`config.mk`:
```
export PLATFORM = sky130hd
export DESIGN_NAME = serial_subtractor
export DESIGN_NICKNAME = d
export VERILOG_FILES = /design/src/rtl/serial_subtractor_pkg.sv /design/src/rtl/serial_sub_cell.sv /design/src/rtl/serial_subtractor.sv
export SDC_FILE = /design/constraint.sdc
export NUM_CORES = 1
export LEC_CHECK = 0
export CAP_MARGIN = 20
export CORE_MARGIN = 2
export CORE_UTILIZATION = 30
export CTS_CLUSTER_SIZE = 16
export DETAILED_ROUTE_END_ITERATION = 10
export PLACE_DENSITY = 0.58
export SETUP_SLACK_MARGIN = 0.2
export SYNTH_ARGS = -nofsm -noshare
export SYNTH_HDL_FRONTEND = slang
export SYNTH_SLANG_ARGS = --single-unit
```
`constraint.sdc`:
```
create_clock -name clk -period 3 [get_ports clk]
set_input_delay 0.75 -clock clk [delete_from_list [all_inputs] [get_ports clk]]
set_output_delay 0.75 -clock clk [all_outputs]
set_load 0.005 [all_outputs]
```
`src/rtl/serial_subtractor_pkg.sv`:
```
`default_nettype none
// ============================================================================
// Module   : serial_subtractor_pkg
// Brief    : Shared state encodings and flag helper for the serial subtractor.
// Revision : 1.0
// ============================================================================
package serial_subtractor_pkg;

    typedef enum logic [1:0] {
        SUB_IDLE = 2'b00,
        SUB_BUSY = 2'b01,
        SUB_DONE = 2'b10
    } sub_state_e;

    // Signed overflow of a - b: operands of opposite sign and the result sign differs from a.
    function automatic logic sub_overflow(input logic a_msb, input logic b_msb, input logic d_msb);
        return (a_msb != b_msb) && (d_msb != a_msb);
    endfunction

endpackage
`default_nettype wire

```
`src/rtl/serial_sub_cell.sv`:
```
`default_nettype none
// ============================================================================
// Module   : serial_sub_cell
// Brief    : Gate-level full adder computing a + ~b + cin (one subtract bit).
// Revision : 1.0
// ============================================================================
module serial_sub_cell (
    input  logic a_bit,
    input  logic b_bit,
    input  logic cin,
    output logic sum,
    output logic cout
);

    logic w_b_inv;
    logic w_prop;

    assign w_b_inv = ~b_bit;
    assign w_prop  = a_bit ^ w_b_inv;
    assign sum     = w_prop ^ cin;
    assign cout    = (a_bit & w_b_inv) | (w_prop & cin);

endmodule
`default_nettype wire

```
`src/rtl/serial_subtractor.sv`:
```
`default_nettype none
// ============================================================================
// Module   : serial_subtractor
// Brief    : Bit-serial two's-complement subtractor, LSB first, valid/ready I/O.
// Revision : 1.0
// ============================================================================
module serial_subtractor
    import serial_subtractor_pkg::*;
#(
    parameter int WIDTH = 4
) (
    input  logic             clk,
    input  logic             rst_n,
    input  logic             in_valid,
    output logic             in_ready,
    input  logic [WIDTH-1:0] a,
    input  logic [WIDTH-1:0] b,
    output logic             out_valid,
    input  logic             out_ready,
    output logic [WIDTH-1:0] diff,
    output logic             carryout,
    output logic             overflow
);

    localparam int               CNT_W    = $clog2(WIDTH);
    localparam logic [CNT_W-1:0] LAST_CNT = CNT_W'(WIDTH - 1);

    sub_state_e       r_state;
    sub_state_e       w_state_nxt;
    logic [WIDTH-1:0] r_a_sh;
    logic [WIDTH-1:0] r_b_sh;
    logic [WIDTH-2:0] r_diff_sh;
    logic [WIDTH-1:0] r_diff;
    logic [CNT_W-1:0] r_count;
    logic             r_carry;
    logic             r_carryout;
    logic             r_overflow;
    logic             r_a_msb;
    logic             r_b_msb;
    logic             w_sum;
    logic             w_cout;
    logic             w_last;
    logic [WIDTH-1:0] w_diff_next;

    serial_sub_cell u_cell (
        .a_bit (r_a_sh[0]),
        .b_bit (r_b_sh[0]),
        .cin   (r_carry),
        .sum   (w_sum),
        .cout  (w_cout)
    );

    assign w_last      = (r_count == LAST_CNT);
    // Newest sum enters at the MSB; on the last bit this is the complete result.
    assign w_diff_next = {w_sum, r_diff_sh};

    always_comb begin
        w_state_nxt = r_state;
        case (r_state)
            SUB_IDLE: if (in_valid)  w_state_nxt = SUB_BUSY;
            SUB_BUSY: if (w_last)    w_state_nxt = SUB_DONE;
            SUB_DONE: if (out_ready) w_state_nxt = SUB_IDLE;
            default:                 w_state_nxt = SUB_IDLE;
        endcase
    end

    always_ff @(posedge clk) begin
        if (!rst_n) begin
            r_state <= SUB_IDLE;
        end else begin
            r_state <= w_state_nxt;
        end
    end

    always_ff @(posedge clk) begin
        if (!rst_n) begin
            r_a_sh     <= '0;
            r_b_sh     <= '0;
            r_diff_sh  <= '0;
            r_diff     <= '0;
            r_count    <= '0;
            r_carry    <= 1'b1;
            r_carryout <= 1'b0;
            r_overflow <= 1'b0;
            r_a_msb    <= 1'b0;
            r_b_msb    <= 1'b0;
        end else begin
            case (r_state)
                SUB_IDLE: begin
                    if (in_valid) begin
                        r_a_sh  <= a;
                        r_b_sh  <= b;
                        r_a_msb <= a[WIDTH-1];
                        r_b_msb <= b[WIDTH-1];
                        r_carry <= 1'b1;
                        r_count <= '0;
                    end
                end
                SUB_BUSY: begin
                    r_a_sh    <= {1'b0, r_a_sh[WIDTH-1:1]};
                    r_b_sh    <= {1'b0, r_b_sh[WIDTH-1:1]};
                    r_diff_sh <= w_diff_next[WIDTH-1:1];
                    r_carry   <= w_cout;
                    r_count   <= r_count + CNT_W'(1);
                    if (w_last) begin
                        r_diff     <= w_diff_next;
                        r_carryout <= w_cout;
                        r_overflow <= sub_overflow(r_a_msb, r_b_msb, w_sum);
                    end
                end
                default: begin
                end
            endcase
        end
    end

    assign in_ready  = (r_state == SUB_IDLE);
    assign out_valid = (r_state == SUB_DONE);
    assign diff      = r_diff;
    assign carryout  = r_carryout;
    assign overflow  = r_overflow;

endmodule
`default_nettype wire
```
==> flow_summary.toml <==
[run_status]
status = "finished clean"

[sta]
final_hold_viol_count = 0
clock.fmax_mhz = 423
tns_ns = 0
relSlewSlack = 0.513
slew_violations = 0
rsz0062_at_grt = "no"
fin_crit_ns = 2.36
finalClockSkew_ns = 0.00315
worstMarginPinSlew_ns = 0.729
min_period_over_period = 0.788
setup_viol = 0

[clock_tree]
root_buffer = "clkbuf_4"
clkSinkCount = 24
post_cts_buffers = 0
cts_max_path_buffers = 2
cts.clk_slew.worst_paths_ns = 0.12
cts_resized = 0
cts_tree = "built"
clkLatencyLatePin_ns = 0.30
numCtsBuffers = 3
holdBufCountCts = 0
htree_levels = 1

[place]
placed_cells = 159
io_buffers = 19
place_congestion = 0.715
post-dp-hpwl_um = 1290
placed_area_sq_mm = 0.00125

[synthesis]
ys_seq_area_frac = 0.460
yosys.cell_types.count = 25
yosysTopAreaCellShare = 0.460
synth_nets = 114
synth_compound_area_frac = 0.141
synth-xor-area-share = 0
synth_area_leaders = "dfxtp_1 (46%), mux2i_1 (14%), nor2b_1 (8.4%)"
synth_fa_ha_area_frac = 0.0312
ys_ff_latch = 24
synth_top_family_by_area = "simple AND/OR/NAND/NOR gates"
synth_mux_area_frac = 0.144
syn_area_per_cell_sq_um = 10.4
synth-simple-area-share = 0.175
synth_top_area_cell = "dfxtp_1"
syn_inst = 100
yosysWarnings = 0
syn_area_sq_mm = 0.00104

[cells_and_area]
nFillCells = 345
area_delta_synth_final_pct = 22.2
layout_commonest_cell = "dfxtp_1"
antenna_cells = 0
fin_nets = 132
finalNonFillerCells = 162
mostFrequentLayoutCells = "dfxtp_1 (24), clkdlybuf4s50_1 (19), mux2i_1 (15)"
ff_latch_area_sq_um = 480
multi_input_area_sq_um = 513
layout-drive-gt1-share = 0.0345
design_area_sq_mm = 0.00127

[die]
row_count = 21
dieArea_sq_mm = 0.00397
io_pins = 20
die_w_um = 63.0
core_area_sq_mm = 0.00334
die_h_um = 63.0
start_util = 0.313

[routing]
vias = 712
wl_per_cell_um = 11.4
via_per_inst = 4.40
drc = 0
routed_wl_um = 1840
drt_iter0_markers = 57
first_pass_iters = 2
antenna_left = 0

[global_routing]
grt_max_degree = 25
antenna_found_initial = 0
grt_pass1_wl_um = 3130
grt_use_total = 0.0977
grt_pass1_vias = 669
gr-total-overflow = 0

[worst_setup_path]
r2r_start = "r_state[0]$_SDFFE_PN0P_"
rrSetupSlack_ns = 1.29
worst-r2r-cell-count = 3
path_class = "reg2out"
crit_path_end_kind = "output pin"
timing.rr.end = "r_diff_sh[0]$_SDFFE_PN0P_"
arrival_ns = 1.61
cp_data_required_time_ns = 2.25
cp-endpoint = "out_valid"
crit_fanout = 14
crit_start = "r_state[0]$_SDFFE_PN0P_"
cp-start-kind = "register"

[power_and_ir_drop]
vdd_drop_max_v = 0.000311
total_leakage_power_uw = 0.000555
pwr_density_cell_mw_per_mm2 = 435

[min_path]
hold_path_class = "reg2reg"

[run]
cap_viol_max_count = 0
-- sequential cells by signal, summed over array words and instances, names as in the netlist --
name,cells
diff,4
r_a_sh,4
r_b_sh,4
r_diff_sh,3
r_count,2
r_state,2
carryout,1
overflow,1
r_a_msb,1
r_b_msb,1
r_carry,1
-- how the worst min path moves through the flow --
stage,startpoint,end,slack (ns),cells past startpoint
after floorplan,r_b_msb$_SDFFE_PN0P_,overflow$_SDFFE_PN0P_,0.46,2
after global placement,r_b_msb$_SDFFE_PN0P_,overflow$_SDFFE_PN0P_,0.48,2
after detailed placement,carryout$_SDFFE_PN0P_,carryout$_SDFFE_PN0P_,0.49,1
after CTS,r_b_msb$_SDFFE_PN0P_,overflow$_SDFFE_PN0P_,0.51,2
after global routing,carryout$_SDFFE_PN0P_,carryout$_SDFFE_PN0P_,0.54,1
final,r_b_msb$_SDFFE_PN0P_,overflow$_SDFFE_PN0P_,0.51,2
-- metrics by stage --
| stage | utilization | setup WS [ns] | hold WS, ns | total power, uW |
|---|---|---|---|---|
| after floorplan | - | 1.61 | 0.458 | 404 |
| after global placement | 0.375 | 0.923 | 0.479 | 429 |
| after detailed placement | 0.375 | 0.864 | 0.487 | 430 |
| after CTS | 0.382 | 0.613 | 0.514 | 569 |
| after global routing | 0.382 | 0.515 | 0.536 | 590 |
| final | 0.382 | 0.636 | 0.505 | 555 |
-- kinds of logic after synthesis --
group / Yosys count
and+or+nand+nor: 33
DFF: 24
AOI/OAI and AO/OA: 17
muxes: 15
buffers and inverters: 9
adders and majority gates: 2
-- worst max-delay path, stage by stage (launching register included) --
cell,delay [ns]
dfxtp_1,0.73
nor2b_1,0.12
clkdlybuf4s50_1,0.47
-- power breakdown --
| part | switching (uW) | total, uW | internal, uW |
|---|---|---|---|
| Sequential | 12.7 | 346 | 334 |
| Combinational | 32.0 | 75.5 | 43.5 |
| Clock | 85.8 | 133 | 46.8 |
| Total | 131 | 555 | 424 |
-- layer usage --
metal,vias to the layer above,part of all wire,track usage
li1,378,-,-
met1,315,0.55,0.137
met2,17,0.39,0.140
met3,2,0.051,0.0360
met4,0,0.0060,0.0250
met5,-,0,0
-- cells in the mapped netlist --
cell,count
dfxtp_1,24
mux2i_1,15
nor2b_1,14
nand2_1,12
o211a_1,8
a22oi_1,3
inv_1,3
buf_4,2
clkbuf_1,2
nor2_1,2
a22o_1,1
a31oi_1,1
and3_1,1
and3b_1,1
buf_2,1
buf_6,1
fa_1,1
ha_1,1
nand3b_1,1
nor3b_1,1
nor3b_2,1
o21a_1,1
o21ai_1,1
o21ba_1,1
o21bai_1,1
-- final cells by class --
type,instances,share of cell area
clock buffer,3,0.0177
inverter,3,0.00883
multi-input combinational,67,0.402
sequential,24,0.377
tap,46,0.0451
timing repair buffer,19,0.149
Power figures use the tool's default switching activity.
